[src/rtl/alu_issue_ctrl.sv]
// Sequential issuer for the 4-bit combinational ALU: decodes 9-bit instructions,
// reads a 4-entry register file, drives the ALU, writes back and returns a response.
`timescale 1ns/1ps
module alu_issue_ctrl #(
    parameter int unsigned DW   = 4,
    parameter int unsigned CNTW = 8
) (
    input  logic            clk_i,
    input  logic            rst_i,
    input  logic            instr_valid_i,
    input  logic [8:0]      instr_i,
    output logic            instr_ready_o,
    output logic [DW-1:0]   alu_a_o,
    output logic [DW-1:0]   alu_b_o,
    output logic [2:0]      alu_op_o,
    input  logic [DW-1:0]   alu_result_i,
    output logic            res_valid_o,
    output logic [DW-1:0]   res_data_o,
    output logic            res_zero_o,
    output logic            res_err_o,
    input  logic            res_ready_i,
    output logic [CNTW-1:0] ops_count_o
);

    localparam int unsigned NREG = 4;
    localparam int unsigned RW   = 2;
    localparam int unsigned OPW  = 3;
    localparam logic [OPW-1:0] OP_LDI = 3'd5;
    localparam logic [OPW-1:0] OP_NOP = 3'd6;

    typedef enum logic [1:0] {
        IDLE  = 2'd0,
        ISSUE = 2'd1,
        RESP  = 2'd2
    } state_t;

    state_t state_q, state_d;

    logic [DW-1:0]   regs_q [NREG];
    logic [DW-1:0]   regs_d [NREG];
    logic [RW-1:0]   rd_q, rd_d;
    logic [DW-1:0]   alu_a_q, alu_a_d, alu_b_q, alu_b_d;
    logic [OPW-1:0]  alu_op_q, alu_op_d;
    logic            res_valid_q, res_valid_d;
    logic [DW-1:0]   res_data_q, res_data_d;
    logic            res_zero_q, res_zero_d;
    logic            res_err_q, res_err_d;
    logic [CNTW-1:0] ops_count_q, ops_count_d;

    logic [OPW-1:0] op_in;
    logic [RW-1:0]  rd_in, rs1_in, rs2_in;
    logic [DW-1:0]  imm_in;
    logic           accept;

    assign op_in  = instr_i[8:6];
    assign rd_in  = instr_i[5:4];
    assign rs1_in = instr_i[3:2];
    assign rs2_in = instr_i[1:0];
    assign imm_in = DW'({rs1_in, rs2_in});

    // Ready drops combinationally with rst so nothing is accepted while in reset.
    assign instr_ready_o = (state_q == IDLE) && !rst_i;
    assign accept        = instr_valid_i && instr_ready_o;

    always_ff @(posedge clk_i) begin
        if (rst_i) state_q <= IDLE;
        else       state_q <= state_d;
    end

    always_comb begin
        state_d = state_q;
        case (state_q)
            IDLE:    if (accept) state_d = (op_in < OP_LDI) ? ISSUE : RESP;
            ISSUE:   state_d = RESP;
            RESP:    if (res_ready_i) state_d = IDLE;
            default: state_d = IDLE;
        endcase
    end

    always_comb begin
        regs_d      = regs_q;
        rd_d        = rd_q;
        alu_a_d     = alu_a_q;
        alu_b_d     = alu_b_q;
        alu_op_d    = alu_op_q;
        res_valid_d = res_valid_q;
        res_data_d  = res_data_q;
        res_zero_d  = res_zero_q;
        res_err_d   = res_err_q;
        ops_count_d = ops_count_q;
        case (state_q)
            IDLE: begin
                if (accept) begin
                    rd_d = rd_in;
                    if (op_in < OP_LDI) begin
                        alu_a_d  = regs_q[rs1_in];
                        alu_b_d  = regs_q[rs2_in];
                        alu_op_d = op_in;
                    end else begin
                        // LDI, NOP and illegal respond directly without the ALU
                        res_valid_d = 1'b1;
                        res_err_d   = 1'b0;
                        res_data_d  = '0;
                        res_zero_d  = 1'b1;
                        if (op_in == OP_LDI) begin
                            regs_d[rd_in] = imm_in;
                            res_data_d    = imm_in;
                            res_zero_d    = (imm_in == '0);
                        end else if (op_in != OP_NOP) begin
                            res_err_d = 1'b1;
                        end
                    end
                end
            end
            ISSUE: begin
                regs_d[rd_q] = alu_result_i;
                res_data_d   = alu_result_i;
                res_zero_d   = (alu_result_i == '0);
                res_err_d    = 1'b0;
                res_valid_d  = 1'b1;
            end
            RESP: begin
                if (res_ready_i) begin
                    res_valid_d = 1'b0;
                    ops_count_d = ops_count_q + CNTW'(1);
                end
            end
            default: ;
        endcase
    end

    always_ff @(posedge clk_i) begin
        if (rst_i) begin
            regs_q      <= '{default: '0};
            rd_q        <= '0;
            alu_a_q     <= '0;
            alu_b_q     <= '0;
            alu_op_q    <= '0;
            res_valid_q <= 1'b0;
            res_data_q  <= '0;
            res_zero_q  <= 1'b0;
            res_err_q   <= 1'b0;
            ops_count_q <= '0;
        end else begin
            regs_q      <= regs_d;
            rd_q        <= rd_d;
            alu_a_q     <= alu_a_d;
            alu_b_q     <= alu_b_d;
            alu_op_q    <= alu_op_d;
            res_valid_q <= res_valid_d;
            res_data_q  <= res_data_d;
            res_zero_q  <= res_zero_d;
            res_err_q   <= res_err_d;
            ops_count_q <= ops_count_d;
        end
    end

    assign alu_a_o     = alu_a_q;
    assign alu_b_o     = alu_b_q;
    assign alu_op_o    = alu_op_q;
    assign res_valid_o = res_valid_q;
    assign res_data_o  = res_data_q;
    assign res_zero_o  = res_zero_q;
    assign res_err_o   = res_err_q;
    assign ops_count_o = ops_count_q;

endmodule
[config.mk]
export PLATFORM = sky130hd
export DESIGN_NAME = alu_issue_ctrl
export DESIGN_NICKNAME = d
export VERILOG_FILES = /design/src/rtl/alu_issue_ctrl.sv
export SDC_FILE = /design/constraint.sdc
export NUM_CORES = 1
export LEC_CHECK = 0
export ABC_AREA = 0
export BUFFER_PORTS_ARGS = -buffer_cell sky130_fd_sc_hd__buf_4
export CORE_MARGIN = 2
export CORE_UTILIZATION = 50
export DETAILED_ROUTE_END_ITERATION = 12
export PLACE_DENSITY_LB_ADDON = 0.25
export SLEW_MARGIN = 20
export SYNTH_ARGS = -nofsm -noshare
export SYNTH_HDL_FRONTEND = slang
export SYNTH_SLANG_ARGS = --single-unit
[constraint.sdc]
create_clock -name clk_i -period 1.5 [get_ports clk_i]
set_clock_uncertainty 0.2 [all_clocks]
set_input_delay 0.3 -clock clk_i [delete_from_list [all_inputs] [get_ports clk_i]]
set_output_delay 0.3 -clock clk_i [all_outputs]
set_load 0.02 [all_outputs]
# == Word-level counts from Yosys, hierarchy flattened ==
# Cells that the tools add are included.
# totals
register_bits,46
inputBits,17
output_inout_bits,27
word_cells,88
# op_classes
addsub,1
n_lt_le_gt_ge,7
eq_ne,8
n_mux,37
bitwise_logic,4
reduce_logical,17
# ops
op,n
16-bit 2-to-1 mux,3
4-bit 2-to-1 mux,9
16-bit bitwise mux,2
16-bit one-hot mux with 2 select lines,1
4-bit binary-select mux with 2-bit select,2
4-bit demux with 2-bit select,2
3-bit >= comparator (second input constant),4
2-bit inverter with 3-bit output,4
1-bit 2-to-1 mux,10
8-bit by 1-bit adder with 8-bit output (second input constant),1
4-bit logical NOT,2
4-bit one-hot mux with 2 select lines,1
4-bit AND reduction,2
3-bit by 1-bit less-than comparator with 1-bit output (second input constant),2
2-bit 2-to-1 mux,3
2-bit != test (second input constant),3
2-bit one-hot mux with 3 select lines,1
2-bit AND reduction,3
3-bit AND reduction,2
1-bit logical AND,4
1-bit one-hot mux with 2 select lines,2
3-bit equality test (second input constant),1
3-bit less-than comparator (second input constant),1
3-bit != test (second input constant),1
other kinds (8),8

# == Logic depth before layout (Yosys ltp) ==
# Gate-level depths: netlist of run 1.
# depth
ltp_word,10
ltp_mapped,6
ltp_nobuf,5

# == Least setup slack after synthesis of run 1 ==
# OpenSTA, ideal clock, no wires.
# synth_path
kind,input port to output port
from,input port rst_i
to,output port instr_ready_o
arrival_time_ns,1.143
t_required_ns,1.000
slack_ns,-0.143
cell_stages,3
n_path_buf,2
path_cell_list,buf_2 -> buf_1 -> nor3_1
# synth_via
elab_chain_cells,2
# synth_lines
item,line,text
from (decl),9,"input logic rst_i,"
1-bit logical NOT,62,assign instr_ready_o = (state_q == IDLE) && !rst_i;
1-bit logical AND,62,
to (decl),12,"output logic instr_ready_o,"
# Every way passes these cells.

# == Worst setup path in the final report of run 1 ==
# layout_path
from,register state_q[0]
to,"register alu_op_q[0], in the netlist alu_op_o[0]"
# layout_via
elab_chain_cells,4
# layout_lines
item,line,text
from (decl),37,"state_t state_q, state_d;"
from (signal assigned),67,else state_q <= state_d;
2-bit logical NOT (*),"62, 91",
1-bit logical AND,62,
1-bit logical AND,63,assign accept = instr_valid_i && instr_ready_o;
3-bit AND reduction (no source line) (*),n/a,
to (signal assigned),149,alu_op_q <= alu_op_d;
to (decl),43,"logic [OPW-1:0] alu_op_q, alu_op_d;"
# Mark *: on every way between the ends. The rest lies on a longest branch, timed or not.
# A chain may end at the register's enable or synchronous reset.

==> impl_metrics.toml, run 1 <==
[setup_path]
critical_path.reg2reg.startpoint = "state_q[0]$_SDFFE_PP0P_"
worstSetupStartpointType = "flip-flop"
crit_arrival_ps = 1670
path_buf_inv = 2
worst_r2r_endpoint = "alu_op_o[0]$_SDFFE_PP0P_"
reg2reg_depth = 6
critical-path-max-stage-delay_ps = 350
most_repeated_library_cell_on_the_critical_path = "buf_6"
worst-path-stages = 6
criticalPathCategory = "reg -> reg"
cp-startpoint = "state_q[0]$_SDFFE_PP0P_"
crit_path_end = "alu_op_o[0]$_SDFFE_PP0P_"
crit_path_max_fanout = 7
critPathTopFamily = "simple AND/OR/NAND/NOR gates"
crit_path_end_kind = "flip-flop"
worst-endpoint-required_ps = 1560
rrSetupSlack_ps = -120
critical-path-slowest-cell = "dfxtp_2"
critical_path.cell_chain = "buf_6, nor4b_4, buf_6, and2b_2, o21ai_2, a21oi_2"

[hold_path]
hold_path_class = "in -> reg"

[cells_and_area]
nets = 370
diodes = 0
synthToLayoutAreaGrowth_pct = 42.16
layout-drive-gt1-share = 0.4533

[drt]
ant_nets = 0
detail_route.wl_per_cell_um = 16.60
detailedRoute.firstPassIterationCount = 4
routed_via_density = 6.136
drt_wl_total_um = 6971
vias = 2577
drt_first_iter_violations = 187
drc = 0

[run_status]
failed_checks = "setup timing"
outcome = "finished, violations left"

[cts]
cts_htree_levels = 2
tritoncts = "yes"
cts_inserted_buffers = 5
cts_root_buf = "clkbuf_8"
clock_latency_ps = 310
cts_sinks = 46
cts_hold_repair.buffers = 0
cts.reportedPaths.clkPinSlew_ps = 100
clk_path_buf_depth = 2

[sta]
setup_viol = 33
fmax_mhz = 617.4
timing_max_transition_violations_final = 0
period_share = 1.080
fin_hold_ws_ps = 49.04
final.min_clock_period_ps = 1620
rsz0062_at_grt = "yes"
hold_viol_final = 0
max_slew.worst_pin.slew_ps = 394.8
layout_setup_ws_ps = -119.8
relSlewSlack = 0.7368

[logic_synthesis]
netlist_area_mm2 = 0.002490
synth_edf_count = 0
post_synth_and_or_nand_nor_area_fraction = 0.2578
avg_synthesized_cell_area_um2 = 8.924
ys_warn_count = 0
synth_seq_area_share = 0.3698
synth_register_bits = 46
adder_cell_share_of_the_synthesized_area = 0.005025
syn_nets = 297
synth_top_family_by_area = "simple AND/OR/NAND/NOR gates"
yosys.area_share.xor_xnor = 0.02814
synth_compound_gate_area_share = 0.2030
postSynthCellCount = 279
post_synth_num_cell_types = 45
postSynth.topFlopCell = "dfxtp_1"
ys_async_sr_fraction = 0
yosys-mux-area-fraction = 0.07638

[global_route]
wire_length_of_the_first_global_routing_pass_um = 11160
global_route.usage.met1 = 0.3649
grt_util_met3 = 0.03930
grt_util_met2 = 0.4258
maximum_number_of_pins_on_one_net_before_global_route_repair = 33
first_global_vias = 2306
initial_antenna_violation_count = 0
grt_most_used_layer = "met2"
global_route.overflow_total = 0
globalRouteTotalUtil = 0.2627

[place]
finalWeightedCongestion = 0.8559
port_buffers = 43
dpl_worst_slack_ps = -154.4
dp_hpwl_um = 4877

[floorplanning]
core_region_area_mm2 = 0.004755
ios = 44
initial_core_util = 0.5237
fp.dieArea_mm2 = 0.005560
chipWidth_um = 74.57
die_h_um = 74.57
placement_rows = 25

[pwr]
p_per_area_mw_per_mm2 = 782.5
p_leak_uw = 0.001329
vdd_ir_drop_max_mv = 0.6815

[run]
timing.max_cap.violations = 0
## stage by stage
stage                       util  instances  setup TNS, ps  total power, uW  instance area [um^2]
after CTS                 0.7213        420          -1808             2737                  3430
after floorplan                -        279         -395.3             1646                  2527
after global routing      0.7445        420          -5074             2882                  3540
after detailed placement  0.6697        407          -4281             1902                  3184
final                     0.7445        420          -2619             2770                  3540
after global placement    0.6697        407          -3504             1891                  3184
## routing by layer
metal	part of all wire	routed length (um)
met5	0	0
met4	0.015	108
met3	0.081	568
met2	0.47	3293
met1	0.43	2999
## flip-flops by register name, indices dropped and copies added, names as in the netlist
| name | count |
|---|---|
| alu_a_o | 4 |
| rd_q | 2 |
| res_zero_o | 1 |
| res_valid_o | 1 |
| alu_op_o | 3 |
| res_err_o | 1 |
| res_data_o | 4 |
| alu_b_o | 4 |
| state_q | 2 |
| regs_q | 16 |
| ops_count_o | 8 |
## where the power goes
group          internal, uW  switching, uW  total (uW)
sequential             1260           36.7        1300
clock                   334            465         799
combinational           310            365         675
total                  1900            867        2770
## placed cells by master (no fill, tap or decap), drive strengths merged, types with 8 or more instances in the layout
| cell | instances |
|---|---|
| buf | 90 |
| dfxtp | 46 |
| nand2 | 36 |
| a21oi | 22 |
| a31oi | 16 |
| nand4 | 14 |
| nor3 | 14 |
| a32o | 12 |
| nor2 | 12 |
| nor4 | 12 |
| o21ai | 9 |
| mux4 | 8 |
| a311oi | 8 |
## how the worst min path moves through the flow
| stage | from | endpoint | cells after the start |
|---|---|---|---|
| CTS | instr_i[6] | alu_op_o[0]$_SDFFE_PP0P_ | 3 |
| global placement | alu_a_o[1]$_SDFFE_PP0P_ | alu_a_o[1]$_SDFFE_PP0P_ | 2 |
| finish | instr_i[6] | alu_op_o[0]$_SDFFE_PP0P_ | 3 |
| detailed placement | alu_a_o[1]$_SDFFE_PP0P_ | alu_a_o[1]$_SDFFE_PP0P_ | 2 |
| global route | instr_i[6] | alu_op_o[0]$_SDFFE_PP0P_ | 3 |
| floorplan | alu_result_i[0] | res_data_o[0]$_SDFFE_PP0P_ | 2 |
## worst min-delay path, cell delays in order
cell     delay [ps]
buf_4           130
o21ai_2          50
a21oi_2          40
## timing repair
| item | CTS | global route |
|---|---|---|
| endpoints found under the hold margin | 0 | 0 |
| resized for setup | 33 | 23 |
| cloned | 2 | 1 |
| endpoints found under the setup margin | 40 | 44 |
| pin swaps | 17 | 15 |
| setup buffers | 4 | 0 |
## cell families after synthesis
family | Yosys count
AOI/OAI and AO/OA | 73
DFF | 46
buffers and inverters | 29
adders and majority gates | 1
and+or+nand+nor | 113
xor gates and xnor gates | 8
muxes | 9
## synthesized netlist by cell type, drive strengths merged, types with 6 or more instances
| library cell | n | area share |
|---|---|---|
| xor2 | 7 | 0.025 |
| nand4 | 14 | 0.035 |
| nor3 | 14 | 0.030 |
| nor2 | 12 | 0.020 |
| nor4 | 12 | 0.030 |
| a21oi | 22 | 0.047 |
| a32o | 12 | 0.048 |
| a31oi | 16 | 0.040 |
| a311oi | 8 | 0.028 |
| clkbuf | 7 | 0.011 |
| o21ai | 9 | 0.020 |
| mux4 | 8 | 0.072 |
| buf | 19 | 0.042 |
| nand2 | 35 | 0.056 |
| dfxtp | 46 | 0.37 |
| nand3 | 6 | 0.012 |
## final cells by class
cell class / instances / area, um^2
tap: 67 / 83.83
inverter: 3 / 18.77
sequential: 46 / 929.6
clock buffer: 5 / 68.82
fill: 344 / 1215
timing repair inverter: 1 / 16.27
clock inverter: 3 / 23.77
timing repair buffer: 90 / 778.2
multi-input combinational: 205 / 1620
Note: power is estimated with default switching activity, not from simulation.
==> run 2: changes to the inputs <==
PLACE_DENSITY = 0.77   (was default)
PLACE_DENSITY_LB_ADDON = default   (was 0.25)
SKIP_CTS_REPAIR_TIMING = 1   (was default)
==> impl_metrics.toml, run 2 (synthesis results as in run 1) <==
[run_status]
outcome = "finished, violations left"
failed_checks = "setup timing"

[drt]
drc = 0
vias = 2567
detailedRoute.firstPassIterationCount = 4
drt_wl_total_um = 7515
ant_nets = 0
routed_via_density = 6.112
drt_first_iter_violations = 190
detail_route.wl_per_cell_um = 17.89

[place]
post-place-cells = 405
placed_cell_area_mm2 = 0.003119
dp_hpwl_um = 4788
finalWeightedCongestion = 0.9188
port_buffers = 43

[global_route]
initial_antenna_violation_count = 0
grt_util_met3 = 0.03794
first_global_vias = 2202
grt_most_used_layer = "met2"
global_route.usage.met1 = 0.3674
global_route.overflow_total = 0
grt_util_met2 = 0.3972
maximum_number_of_pins_on_one_net_before_global_route_repair = 27
globalRouteTotalUtil = 0.2523
wire_length_of_the_first_global_routing_pass_um = 10810

[floorplanning]
core_region_area_mm2 = 0.004755
initial_core_util = 0.5237
chipWidth_um = 74.57
fp.dieArea_mm2 = 0.005560
die_h_um = 74.57
placement_rows = 25
ios = 44

[cells_and_area]
mostFrequentLayoutCells = "buf_4 (72), dfxtp_1 (42), nand2_1 (26)"
layout-drive-gt1-share = 0.4646
n_fill_cell = 336
final_cells = 420
multi_input_comb_area_mm2 = 0.001664
design_area_mm2 = 0.003573
largest_reg_flops = 16
register_area_um2 = 930.9
layout_commonest_cell = "buf_4"
nets = 370
final_util = 0.7516
synthToLayoutAreaGrowth_pct = 43.52
diodes = 0
registers.top_by_ff_count = "regs_q"

[setup_path]
worst-endpoint-required_ps = 1000
rrSetupSlack_ps = -150
worstSetupStartpointType = "flip-flop"
crit_path_end_kind = "output pin"
crit_path_max_fanout = 7
crit_arrival_ps = 1160
criticalPathCategory = "reg -> out"

[cts]
cts_inserted_buffers = 5
cts_sinks = 46
cts.reportedPaths.clkPinSlew_ps = 90
cts_htree_levels = 2
clock_latency_ps = 300
tritoncts = "yes"
clk_path_buf_depth = 2
cts_root_buf = "clkbuf_8"

[hold_path]
hold_path_class = "in -> reg"

[pwr]
vdd_ir_drop_max_mv = 0.5246
p_leak_uw = 0.001344
p_per_area_mw_per_mm2 = 771.7

[sta]
max_slew.worst_pin.slew_ps = 548.8
relSlewSlack = 0.6328
layout_setup_ws_ps = -163.5
fmax_mhz = 601.2
period_share = 1.109
fin_tns_setup_ps = -3267
final.min_clock_period_ps = 1663
fin_hold_ws_ps = 63.71
hold_viol_final = 0
timing_max_transition_violations_final = 0
rsz0062_at_grt = "yes"
setup_viol = 36

[run]
timing.max_cap.violations = 0
==> run 2: cell types whose count changed in the layout (fill, tap and decap cells not counted), sizes merged <==
| cell | delta |
|---|---|
| inv | -1 |
| clkinvlp | -1 |
| clkinv | +2 |
==> run 2: cell type report <==
type,count,share of cell area
repair buffers,90,0.2153
clock inverters,3,0.005952
inverters,3,0.006653
repair inverters,1,0.003151
flip-flops and latches,46,0.2605
clock buffers,5,0.01926
multi-input cells,205,0.4657
well taps,67,0.02346
==> run 2: routing by layer <==
layer / share of wire / vias to the layer above
met5: 0 / -
met2: 0.48 / 105
met3: 0.071 / 17
li1: - / 1212
met4: 0.024 / 0
met1: 0.42 / 1233
==> run 2: worst paths after layout <==
| check | start | to | depth (start not counted) |
|---|---|---|---|
| hold / removal | instr_i[6] | alu_op_o[0]$_SDFFE_PP0P_ | 3 |
| setup reg to reg | state_q[0]$_SDFFE_PP0P_ | alu_op_o[1]$_SDFFE_PP0P_ | 6 |
| hold reg to reg | alu_a_o[0]$_SDFFE_PP0P_ | alu_a_o[0]$_SDFFE_PP0P_ | 2 |
| setup / recovery | state_q[1]$_SDFFE_PP0P_ | instr_ready_o | 3 |
==> run 2: where the power goes <==
group          switching [uW]  internal, uW  leakage, uW
combinational             383           313     0.000925
clock                     440           328    0.0000441
sequential               36.2          1260     0.000375
==> run 2: critical path, cell delays in order (launching register included) <==
cell     delay [ps]
dfxtp_4         380
buf_4           170
nor3_2          170
buf_4           160
==> run 2: per-stage QoR <==
| step | total power (uW) | setup slack (ps) |
|---|---|---|
| 6_report | 2758 | -163.5 |
| 5_1_grt | 2873 | -226.6 |
| 4_1_cts | 2628 | -267.4 |
| 3_5_place_dp | 1875 | -222.4 |
| 3_3_place_gp | 1867 | -194.2 |
| 2_1_floorplan | 1646 | -49.03 |
==> run 3: changes to the inputs <==
CORE_ASPECT_RATIO = 0.75   (was default)
CORE_UTILIZATION = 30   (was 50)
PLACE_DENSITY = 0.52   (was 0.77)
==> impl_metrics.toml, run 3 (synthesis results as in run 1) <==
[cts]
clock_latency_ps = 310
clk_path_buf_depth = 2
cts_sinks = 46
cts_inserted_buffers = 5
cts_root_buf = "clkbuf_8"
tritoncts = "yes"
cts.reportedPaths.clkPinSlew_ps = 100
cts_htree_levels = 2

[pwr]
portion_of_total_power_attributed_to_the_clock_network = 0.273
combinationalPowerShare = 0.276
p_leak_uw = 0.001524
design_power_total_uw = 2872
power.internal_uw = 1950
p_per_area_mw_per_mm2 = 720.5
power.switching_fraction = 0.3210
sequential_cell_fraction_of_total_power = 0.451
switchingPower_uw = 922.0
vdd_ir_drop_max_mv = 0.4096

[drt]
drt_first_iter_violations = 156
drt_wl_total_um = 8237
maxUsedRoutingLayer = "met4"
dr_wl_met3_um = 487
drc = 0
ant_nets = 0
met1_wirelength_um = 4064
routed_via_density = 5.405
detailroute.wirelength.met2_um = 3592
detail_route.wl_per_cell_um = 17.38
vias = 2562
detailedRoute.firstPassIterationCount = 4

[place]
post-place-cells = 458
finalWeightedCongestion = 0.8426
port_buffers = 43
dp_hpwl_um = 5580
dpl_worst_slack_ps = -369.6
placed_cell_area_mm2 = 0.003317

[sta]
layout_setup_ws_ps = -219.8
fmax_mhz = 581.5
relSlewSlack = 0.6468
max_slew.worst_pin.slew_ps = 528.5
final.min_clock_period_ps = 1720
hold_viol_final = 0
period_share = 1.147
timing_max_transition_violations_final = 0
rsz0062_at_grt = "yes"
setup_viol = 39

[floorplanning]
placement_rows = 28
chipWidth_um = 109.2
fp.dieArea_mm2 = 0.009052
die_h_um = 82.90
ios = 44
initial_core_util = 0.3117
core_region_area_mm2 = 0.007988

[run_status]
outcome = "finished, violations left"
failed_checks = "setup timing"

[cells_and_area]
diodes = 0
largest_reg_flops = 16
design_area_mm2 = 0.003986
final_util = 0.4991
registers.top_by_ff_count = "regs_q"
layout-drive-gt1-share = 0.5718
final_cells = 474
nets = 386
mostFrequentLayoutCells = "buf_4 (84), dfxtp_1 (42), nand2_1 (19)"
layout_commonest_cell = "buf_4"
synthToLayoutAreaGrowth_pct = 60.10

[setup_path]
most_repeated_library_cell_on_the_critical_path = "buf_4"
path_buf_inv = 3
critical-path-max-stage-delay_ps = 410
worst-endpoint-required_ps = 1530
critPathTopFamily = "buffers and inverters"
critical-path-slowest-cell = "dfxtp_4"
worstSetupStartpointType = "flip-flop"
crit_path_max_fanout = 12
crit_path_end_kind = "flip-flop"
critical_path.cell_chain = "buf_6, nand2b_4, buf_4, a21oi_4, nor4_4, buf_4, nor3_1"
crit_arrival_ps = 1750
criticalPathCategory = "reg -> reg"

[hold_path]
hold_path_class = "in -> reg"

[global_route]
initial_antenna_violation_count = 0
maximum_number_of_pins_on_one_net_before_global_route_repair = 29
global_route.overflow_total = 0
globalRouteTotalUtil = 0.1680
first_global_vias = 2243
wire_length_of_the_first_global_routing_pass_um = 11880

[run]
timing.max_cap.violations = 0
==> run 3: cell count changes in the layout (fill, tap and decap cells not counted), sizes merged <==
cell      before  now
clkinvlp       1    0
inv            3    2
clkbuf         5    6
buf           90  106
clkinv         3    4
==> run 3: path summary, 6_finish.rpt <==
path                                               from  slack [ps]                  endpoint  cells after the start
worst min-delay path                         instr_i[6]          60  alu_op_o[0]$_SDFFE_PP0P_                      3
worst max register to register  state_q[0]$_SDFFE_PP0P_        -220   regs_q[14]$_SDFFE_PP0P_                      7
worst max-delay path            state_q[0]$_SDFFE_PP0P_        -220   regs_q[14]$_SDFFE_PP0P_                      7
worst min register to register  alu_b_o[1]$_SDFFE_PP0P_         260   alu_b_o[1]$_SDFFE_PP0P_                      2
==> run 3: cell type report <==
type	count	area, um^2
repair inverters	1	16.27
inverters	3	23.77
flip-flops and latches	46	930.9
well taps	105	131.4
repair buffers	106	920.9
fillers	739	4001
clock buffers	6	72.57
clock inverters	2	13.76
multi-input cells	205	1877
==> run 3: through the flow <==
stage          setup TNS (ps)  hold WS [ps]
2_1_floorplan          -395.3         259.9
3_3_place_gp            -5556         241.0
3_5_place_dp            -5749         247.8
4_1_cts                 -7296         80.76
5_1_grt                 -6381         62.81
6_report                -3917         58.40
==> run 3: worst min-delay path, delay by kind of cell <==
family	cells	cell delay, ps
buf+inv	1	130
compound gates	2	100
==> run 3: per-layer routing <==
layer / global-route usage / vias to the layer above
met5: 0 / -
met4: 0.04028 / 0
met3: 0.02826 / 8
met2: 0.2304 / 82
met1: 0.2680 / 1225
li1: - / 1247
==> run 3: power by group through the flow <==
stage / clock network, uW / logic [uW] / registers, uW
finish: 784 / 794 / 1290
global route: 846 / 847 / 1300
CTS: 806 / 613 / 1290
detailed placement: 0 / 610 / 1320
global placement: 0 / 612 / 1320
floorplan: 0 / 315 / 1330
